[src/rtl/dmem_arbiter_pkg.sv]
// Shared definitions for the data-memory arbiter: FSM states, owner codes,
// beat count and the byte-select helper used by the beat sequencer.
package dmem_arbiter_pkg;

  typedef enum logic [1:0] {
    ST_IDLE   = 2'd0,
    ST_ACCESS = 2'd1,
    ST_DONE   = 2'd2
  } state_e;

  typedef enum logic {
    OWN_CPU = 1'b0,
    OWN_DMA = 1'b1
  } owner_e;

  localparam int BEATS = 4;

  // Big-endian byte select: beat 0 is the MSB byte of the word.
  function automatic logic [7:0] word_byte(input logic [31:0] w, input logic [1:0] k);
    logic [7:0] b;
    case (k)
      2'd0:    b = w[31:24];
      2'd1:    b = w[23:16];
      2'd2:    b = w[15:8];
      2'd3:    b = w[7:0];
      default: b = 8'h00;
    endcase
    return b;
  endfunction

endpackage

[src/rtl/dmem_arbiter_rr_arb2.sv]
// Two-requester round-robin arbiter. Bit 0 is the cpu, bit 1 the dma.
// On a tie the requester that was not served last wins.
module rr_arb2
  import dmem_arbiter_pkg::*;
(
  input  logic [1:0] req,
  input  owner_e     last,
  input  logic       en,
  output logic [1:0] gnt
);

  // One-hot grant selection, suppressed when not enabled.
  always_comb begin
    gnt = 2'b00;
    if (en) begin
      case (req)
        2'b01:   gnt = 2'b01;
        2'b10:   gnt = 2'b10;
        2'b11:   gnt = (last == OWN_CPU) ? 2'b10 : 2'b01;
        default: gnt = 2'b00;
      endcase
    end else begin
      gnt = 2'b00;
    end
  end

endmodule

[src/rtl/dmem_arbiter.sv]
// Data-memory arbiter: shares a byte-wide synchronous RAM between the cpu
// and dma ports, serialising each 32-bit word into four MSB-first beats.
module dmem_arbiter #(
  parameter int AW    = 6,
  parameter int BEATS = dmem_arbiter_pkg::BEATS
) (
  input  logic          clk,
  input  logic          rst,
  input  logic          cpu_req,
  input  logic          cpu_we,
  input  logic [AW-1:0] cpu_addr,
  input  logic [31:0]   cpu_wdata,
  output logic          cpu_gnt,
  output logic          cpu_done,
  output logic [31:0]   cpu_rdata,
  input  logic          dma_req,
  input  logic          dma_we,
  input  logic [AW-1:0] dma_addr,
  input  logic [31:0]   dma_wdata,
  output logic          dma_gnt,
  output logic          dma_done,
  output logic [31:0]   dma_rdata,
  output logic          busy,
  output logic          mem_en,
  output logic          mem_we,
  output logic [AW-1:0] mem_addr,
  output logic [7:0]    mem_wdata,
  input  logic [7:0]    mem_rdata
);

  import dmem_arbiter_pkg::*;

  localparam logic [1:0] LAST_BEAT = 2'(BEATS - 1);

  state_e        state_r;
  logic [1:0]    beat_r;
  owner_e        owner_r;
  owner_e        last_r;
  logic          we_r;
  logic [AW-1:0] addr_r;
  logic [31:0]   wdata_r;
  logic [23:0]   asm_r;
  logic [31:0]   cpu_rdata_r;
  logic [31:0]   dma_rdata_r;
  logic [1:0]    arb_gnt_s;
  logic [31:0]   word_s;

  rr_arb2 u_arb (
    .req  ({dma_req, cpu_req}),
    .last (last_r),
    .en   (state_r == ST_IDLE),
    .gnt  (arb_gnt_s)
  );

  // FSM, request latch, read assembly and per-port read-data registers.
  always_ff @(posedge clk) begin
    if (rst) begin
      state_r     <= ST_IDLE;
      beat_r      <= 2'd0;
      owner_r     <= OWN_CPU;
      last_r      <= OWN_DMA;
      we_r        <= 1'b0;
      addr_r      <= '0;
      wdata_r     <= 32'h0;
      asm_r       <= 24'h0;
      cpu_rdata_r <= 32'h0;
      dma_rdata_r <= 32'h0;
    end else begin
      case (state_r)
        ST_IDLE: begin
          if (arb_gnt_s != 2'b00) begin
            state_r <= ST_ACCESS;
            beat_r  <= 2'd0;
            if (arb_gnt_s[1]) begin
              owner_r <= OWN_DMA;
              we_r    <= dma_we;
              addr_r  <= dma_addr;
              wdata_r <= dma_wdata;
            end else begin
              owner_r <= OWN_CPU;
              we_r    <= cpu_we;
              addr_r  <= cpu_addr;
              wdata_r <= cpu_wdata;
            end
          end
        end
        ST_ACCESS: begin
          // The byte read on beat k-1 arrives during beat k.
          if (!we_r && (beat_r != 2'd0)) begin
            asm_r <= {asm_r[15:0], mem_rdata};
          end
          if (beat_r == LAST_BEAT) begin
            state_r <= ST_DONE;
          end else begin
            beat_r <= beat_r + 2'd1;
          end
        end
        ST_DONE: begin
          if (!we_r) begin
            if (owner_r == OWN_DMA) begin
              dma_rdata_r <= word_s;
            end else begin
              cpu_rdata_r <= word_s;
            end
          end
          last_r  <= owner_r;
          state_r <= ST_IDLE;
        end
        default: begin
          state_r <= ST_IDLE;
        end
      endcase
    end
  end

  // Output decode from the state registers; a beat coinciding with reset is squashed.
  always_comb begin
    cpu_gnt   = 1'b0;
    dma_gnt   = 1'b0;
    cpu_done  = 1'b0;
    dma_done  = 1'b0;
    busy      = 1'b0;
    mem_en    = 1'b0;
    mem_we    = 1'b0;
    mem_addr  = '0;
    mem_wdata = 8'h00;
    word_s    = {asm_r, mem_rdata};
    cpu_rdata = cpu_rdata_r;
    dma_rdata = dma_rdata_r;
    case (state_r)
      ST_IDLE: begin
        busy = 1'b0;
      end
      ST_ACCESS: begin
        busy = 1'b1;
        if (beat_r == 2'd0) begin
          cpu_gnt = (owner_r == OWN_CPU);
          dma_gnt = (owner_r == OWN_DMA);
        end else begin
          cpu_gnt = 1'b0;
          dma_gnt = 1'b0;
        end
        if (!rst) begin
          mem_en    = 1'b1;
          mem_we    = we_r;
          mem_addr  = addr_r + AW'(beat_r);
          mem_wdata = word_byte(wdata_r, beat_r);
        end else begin
          mem_en = 1'b0;
        end
      end
      ST_DONE: begin
        busy     = 1'b1;
        cpu_done = (owner_r == OWN_CPU);
        dma_done = (owner_r == OWN_DMA);
        if (!we_r) begin
          if (owner_r == OWN_DMA) begin
            dma_rdata = word_s;
          end else begin
            cpu_rdata = word_s;
          end
        end else begin
          cpu_rdata = cpu_rdata_r;
          dma_rdata = dma_rdata_r;
        end
      end
      default: begin
        busy = 1'b0;
      end
    endcase
  end

endmodule

[config.mk]
export PLATFORM = sky130hd
export DESIGN_NAME = dmem_arbiter
export DESIGN_NICKNAME = d
export VERILOG_FILES = /design/src/rtl/dmem_arbiter_pkg.sv /design/src/rtl/dmem_arbiter_rr_arb2.sv /design/src/rtl/dmem_arbiter.sv
export SDC_FILE = /design/constraint.sdc
export NUM_CORES = 1
export LEC_CHECK = 0
export BUFFER_PORTS_ARGS = -buffer_cell sky130_fd_sc_hd__buf_2
export CORE_ASPECT_RATIO = 1.5
export CORE_MARGIN = 3
export CORE_UTILIZATION = 47
export CTS_CLUSTER_SIZE = 16
export DETAILED_ROUTE_END_ITERATION = 8
export PLACE_DENSITY_LB_ADDON = 0.05
export SYNTH_ARGS = -nofsm -noshare
export SYNTH_HDL_FRONTEND = slang
export SYNTH_SLANG_ARGS = --single-unit
[constraint.sdc]
create_clock -name clk -period 1.6 [get_ports clk]
set_input_delay 0.24 -clock clk [delete_from_list [all_inputs] [get_ports clk]]
set_output_delay 0.24 -clock clk [all_outputs]
set_load 0.03 [all_outputs]
==> results of run 1 <==
## through the flow
stage          total power [W]   util  TNS, ns
6_report               0.00841  0.783   -54.12
5_1_grt                0.00871  0.783   -62.89
4_1_cts                0.00828  0.698   -50.66
3_5_place_dp           0.00450  0.584   -13.55
3_3_place_gp           0.00448  0.584    -9.68
2_1_floorplan          0.00412      -    -3.27
## cells in the final DEF, fill, tap and decap left out, types with 3 or more instances in the layout
cell type   count
buf_2          89
nand2b_1       36
and2_4         42
buf_6         111
buf_12         11
nand2_1        10
clkinvlp_4      5
a21oi_2        34
o21ai_1         5
nor2_2          4
inv_1          44
ha_4            9
inv_8           3
nand2_4        34
dfxtp_1       129
inv_2           3
nand2_2         8
o2111a_1       36
buf_8           4
a21oi_4         3
a21oi_1         6
a222oi_1        8
mux2_2          4
clkbuf_16      24
buf_16          5
buf_4          28
o21ai_0         5
inv_6           6
mux2_4         60
dfxtp_4         3
o2111ai_1      39
and2_1         26
o211a_1         3
## per-layer routing
metal  vias to the layer above  wire [um]  track usage
met5                         -          0            0
met4                         0        834        0.109
met3                        57       1140       0.0585
met2                       207      12500        0.477
met1                      2865       7700        0.276
li1                       2711          -            -
## repair_timing
action	in CTS	in global routing
cloned	6	9
resized for setup	200	287
buffers inserted	12	12
hold endpoints to repair	0	0
endpoints found under the setup margin	176	203
pin swaps	39	62
## state kept, by name, summed over array words and instances (netlist names)
signal       flops
owner_r          1
beat_r           2
cpu_rdata_r     32
asm_r           24
state_r          2
we_r             1
addr_r           6
dma_rdata_r     32
wdata_r         32
last_r           1
## worst reg2reg max path, cell delays in order (launching register included)
cell and delay, ns:
dfxtp_4 0.42, inv_4 0.06, buf_6 0.11, ha_4 0.17, buf_6 0.12, buf_6 0.12
buf_6 0.11, nor3b_4 0.19, buf_6 0.17, clkbuf_16 0.19, nand2_4 0.06, a21oi_2 0.16
## worst max path at each step
stage                             from                        end  slack [ns]  cells after the start
3_5_place_dp   state_r[1]$_SDFFE_PP0P_              cpu_rdata[31]       -0.24                      5
6_report       state_r[0]$_SDFFE_PP0P_              dma_rdata[17]       -0.61                      7
4_1_cts        state_r[0]$_SDFFE_PP0P_               cpu_rdata[6]       -0.62                      7
2_1_floorplan  state_r[0]$_SDFFE_PP0P_  cpu_rdata_r[1]$_SDFF_PP0_       -0.08                      6
3_3_place_gp    beat_r[0]$_SDFFE_PP0P_               mem_wdata[1]       -0.23                      5
5_1_grt        state_r[0]$_SDFFE_PP0P_              cpu_rdata[24]       -0.67                      7
## cell type report
class / instances / area share
timing repair inverter: 1 / 0.000736
tap: 159 / 0.0195
sequential: 133 / 0.262
multi-input combinational: 400 / 0.397
timing repair buffer: 255 / 0.245
clock buffer: 17 / 0.0417
clock inverter: 15 / 0.0137
inverter: 51 / 0.0200
## power breakdown
group          switching (W)  internal (W)
Clock                0.00169       0.00206
Combinational       0.000597      0.000547
Sequential         0.0000838       0.00343
## logic make-up after synthesis
kind of cell,count (synthesis),synth area share
and+or+nand+nor,179,0.161
AOI/OAI and AO/OA,145,0.185
DFF,133,0.424
buffers and inverters,111,0.0741
muxes,64,0.133
adders and majority gates,10,0.0211
xor gates and xnor gates,2,0.00279
==> metrics, run 1 <==
final hold violation count=0; layout cell share with drive strength beyond 1=0.594; CP Launch Type=flip-flop; worst-path fanout max=6; CTS tree=yes; Synth area leader=dfxtp_1; post-synthesis cell type count=38; Worst R2R Start=beat_r[1]$_SDFFE_PP0P_; RePlAce Congestion=between 0.8 and 0.9; post-route minimum period=approximately 2.2 ns; Setup crit end kind=output port; Starting DRT DRC Count=roughly 210; CP arrival=between 1.5 and 2 ns; aggregate global-route resource usage=0.258; CTS hold repair buffers=0; gate count after technology mapping=around 640; Peak VDD IR=between 600 and 700 uV; hold_sp=dma_addr[2]; DP Worst Slack=-0.237 ns; Setup CP Type=reg2out; Avg Cell Area, Syn=slightly below 10 um2; drt pass-1 iters=6; Cell Area, Synth=roughly 0.0063 mm2; worst reg2reg endpoint=asm_r[13]$_SDFFE_PP0P_; Max Cap Violations=0; Fin Clk Skew=roughly 0.013 ns; Fill cells=between 800 and 900; Die W=100 um; WHS Path Cells=2; reg2reg setup slack=-0.35 ns; multi-input logic area=just over 0.004 mm2; crit path cell chain=inv_2, ha_4, buf_6, nand3b_4, buf_6, mux2_2, buf_6; clk_lat worst skew=0.42 ns; initial core utilization=0.483; Main synth FF type=dfxtp_1; Async S/R FF share, synth=0; WP data required=1.36 ns; PwrDens=824 mW/mm2; number of CTS-inserted buffers=17; sequential-to-total area share from yosys stat=0.424; Worst-path clk slew=~0.060 ns; Hold Path End=addr_r[2]$_SDFFE_PP0P_; Die Y-Extent=148 um; ANT cells=0; Finished Layout Cells=about 1000; H-tree levels=4; cell family with most CP delay=buffers and inverters; post-route ant nets=0; vias per cell=5.66; Crit-path slowest cell=mux2_2; slowest stage delay, CP=0.37 ns; outcome=complete, but fails checks; Yosys reg bits=~130; Post-synth top cells=133 x dfxtp_1, 64 x and2_1, 52 x nand2_1; type of the worst min-delay path=in2reg; vias in the first global route=5932; Final HPWL DP=12200 um; cell with the most instances after synthesis=dfxtp_1; RSZ-0062 raised after global routing=true; worst relative slew slack=0.636; post-layout worst setup margin=-0.610 ns; CP dominant cell by count=buf_6; Worst Reg2Reg Path Length in Cells=11; largest net degree at the start of global routing=102; die area=0.0148 mm2; DRC errors left=0; initial antenna violation count=0; Max Root-Sink Buffers=2; hold slack=roughly 0.08 ns; Sink Count=about 130; Final nets=959; Root Driver=clkbuf_16; failing checks=negative setup slack; Lkg Pwr=about 4.7 nW; total global routing overflow=0; core area=about 0.013 mm2; Final Max Tran Viols=0; FF+latch area=around 0.0027 mm2; crit share post-route=1.38; Placed Instance Area=around 0.0076 mm2; drt total wl=~22000 um; first-pass GRT wire length=30200 um; port bufs=between 150 and 200; YS warnings=0; Ports=between 150 and 200; Buf/Inv on CP=4; WL/cell=21.5 um; top post-synthesis cells by area=dfxtp_1 42%, mux2_4 7.2%, o2111a_1 6.5%, and2_1 6.4%, o2111ai_1 5.4%; net count after synthesis=~740; post-route cell area=between 0.01 and 0.015 mm2; Synth top area share=0.424; # rows=between 50 and 60; total number of vias=between 5000 and 6000; placed insts=960; setup violators final=175; fmax=0.452 GHz; EDFF count, synth=0; synth-to-layout area growth=62.2%; slew at the pin closest to its max-slew limit=between 0.5 and 0.6 ns
Note: power is estimated with default switching activity, not from simulation.
==> run 2, diff against run 1 <==
Settings changed: CORE_UTILIZATION 47 to 45.
==> run 2 against run 1 <==
The flow still finishes with violations (negative setup slack). Clock skew hardly changed. Hold slack worse by 0.0059 ns. Final area is 1.4% lower. Largest cell class unchanged. Utilization is 4.4 points lower. Highest routed layer unchanged.
==> metrics, run 2 (same netlist as run 1, synthesis figures left out) <==
Worst-path clk slew=0.06 ns (about the same); most common cell after layout, fill and taps aside=dfxtp_1 (unchanged); Die Y-Extent=151 um (was 148 um); number of CTS-inserted buffers=17 (unchanged); CP Launch Type=flip-flop (unchanged); Layout Utilization=0.739 (was 0.783); # rows=52 (was 51); first-pass GRT wire length=29900 um (was 30200 um); fmax=0.461 GHz (was 0.452 GHz); Final Max Tran Viols=0 (unchanged); crit share post-route=1.36 (was 1.38); synth-to-layout area growth=60.0% (was 62.2%); Design Power=0.00859 W (was 0.00841 W); worst-path fanout max=7 (was 6); CTS hold repair buffers=0 (unchanged); type of the worst min-delay path=in2reg (unchanged); core area=0.0136 mm2 (was 0.0130 mm2); post-layout worst setup margin=-0.571 ns (was -0.610 ns); layout cell share with drive strength beyond 1=0.560 (was 0.594); aggregate global-route resource usage=0.250 (was 0.258); Final nets=960 (was 959); initial antenna violation count=0 (unchanged); WP data required=1.36 ns (about the same); drt pass-1 iters=7 (was 6); Worst Reg2Reg Path Length in Cells=12 (was 11); initial core utilization=0.462 (was 0.483); port bufs=174 (unchanged); WHS Path Cells=2 (unchanged); slew at the pin closest to its max-slew limit=0.502 ns (was 0.546 ns); vias in the first global route=5850 (was 5932); Sink Count=133 (unchanged); PwrDens=855 mW/mm2 (was 824 mW/mm2); Peak VDD IR=628 uV (was 669 uV); Die W=102 um (was 100 um); drt total wl=20400 um (was 22100 um); CP arrival=1.93 ns (was 1.97 ns); biggest regs=cpu_rdata_r x32, dma_rdata_r x32, wdata_r x32 (unchanged); CTS tree=yes (unchanged); Max Root-Sink Buffers=2 (unchanged); vias per cell=5.53 (was 5.66); Ports=175 (unchanged); WL/cell=19.7 um (was 21.5 um); final hold violation count=0 (unchanged); Fin Clk Skew=0.0121 ns (was 0.0125 ns); clk_lat worst skew=0.42 ns (about the same); setup violators final=163 (was 175); hold slack=0.0729 ns (was 0.0788 ns); Setup CP Type=reg2out (unchanged); Final HPWL DP=12300 um (was 12200 um); Starting DRT DRC Count=190 (was 214); Max Cap Violations=0 (unchanged); DP Worst Slack=-0.248 ns (was -0.237 ns); die area=0.0154 mm2 (was 0.0148 mm2); worst relative slew slack=0.665 (was 0.636); post-route minimum period=2.17 ns (was 2.21 ns); RePlAce Congestion=0.858 (was 0.803); largest net degree at the start of global routing=102 (unchanged); total global routing overflow=0 (unchanged); Fill cells=957 (was 836); DRC errors left=0 (unchanged); total number of vias=5719 (was 5840); outcome=complete, but fails checks (unchanged); Root Driver=clkbuf_16 (unchanged); Setup crit end kind=output port (unchanged); ANT cells=0 (unchanged); most frequent cells in the layout=129 x dfxtp_1, 109 x buf_6, 89 x buf_2 (was 129 x dfxtp_1, 111 x buf_6, 89 x buf_2); failing checks=negative setup slack (unchanged); RSZ-0062 raised after global routing=true (unchanged); post-route ant nets=0 (unchanged); H-tree levels=4 (unchanged); Lkg Pwr=4.60 nW (was 4.69 nW)
[run 2: cell types whose count changed in the layout (fill, tap and decap cells not counted), sizes merged]
cell / previous run / this run
inv: 58 / 63
buf: 248 / 251
clkbuf: 24 / 21
clkinv: 4 / 1
clkinvlp: 5 / 3
bufinv: 0 / 1
[run 2: where the power goes]
group | switching [W] | total (W) | internal (W)
Sequential | 0.0000845 | 0.00352 | 0.00343
Combinational | 0.000609 | 0.00119 | 0.000582
Clock | 0.00167 | 0.00388 | 0.00222
Total | 0.00236 | 0.00859 | 0.00623
[run 2: final timing paths]
kind | startpoint | slack [ns] | endpoint
setup / recovery | state_r[0]$_SDFFE_PP0P_ | -0.57 | cpu_rdata[17]
hold / removal | dma_addr[4] | 0.07 | addr_r[4]$_SDFFE_PP0P_
setup reg to reg | beat_r[1]$_SDFFE_PP0P_ | -0.39 | asm_r[23]$_SDFFE_PP0P_
hold reg to reg | asm_r[19]$_SDFFE_PP0P_ | 0.51 | asm_r[19]$_SDFFE_PP0P_
[run 2: timing repair]
action,4_1_cts,5_1_grt
pin swaps,35,37
setup buffers,20,8
resized for setup,263,164
cloned,6,6
setup endpoints to repair,145,203
[run 2: layer usage]
layer / up-vias / track usage / routed length [um]
li1: 2710 / - / -
met1: 2787 / 0.267 / 7430
met3: 48 / 0.0617 / 904
met5: - / 0 / 0
met4: 0 / 0.0926 / 843
met2: 174 / 0.462 / 11300
[run 2: area by class of cell]
type | count | area [um2] | area share
sequential | 133 | 2670 | 0.266
timing repair inverter | 2 | 13.8 | 0.00137
clock inverter | 15 | 159 | 0.0158
timing repair buffer | 255 | 2440 | 0.243
clock buffer | 17 | 425 | 0.0423
multi-input combinational | 400 | 3930 | 0.391
inverter | 51 | 209 | 0.0208
tap | 162 | 203 | 0.0202
[run 2: metrics by stage]
| step | setup TNS, ns | cells | area (um2) |
|---|---|---|---|
| 2_1_floorplan | -3.27 | 644 | 6390 |
| 3_3_place_gp | -11.02 | 969 | 7680 |
| 3_5_place_dp | -15.14 | 969 | 7680 |
| 4_1_cts | -50.46 | 1027 | 9450 |
| 5_1_grt | -61.26 | 1035 | 10100 |
| 6_report | -52.59 | 1035 | 10100 |
[run 2: critical path: stages (launching register included)]
cell and delay (ns):
dfxtp_2 0.32, inv_2 0.07, ha_4 0.12, nor3b_4 0.21
buf_6 0.17, clkbuf_16 0.17, mux2_4 0.31, buf_6 0.14
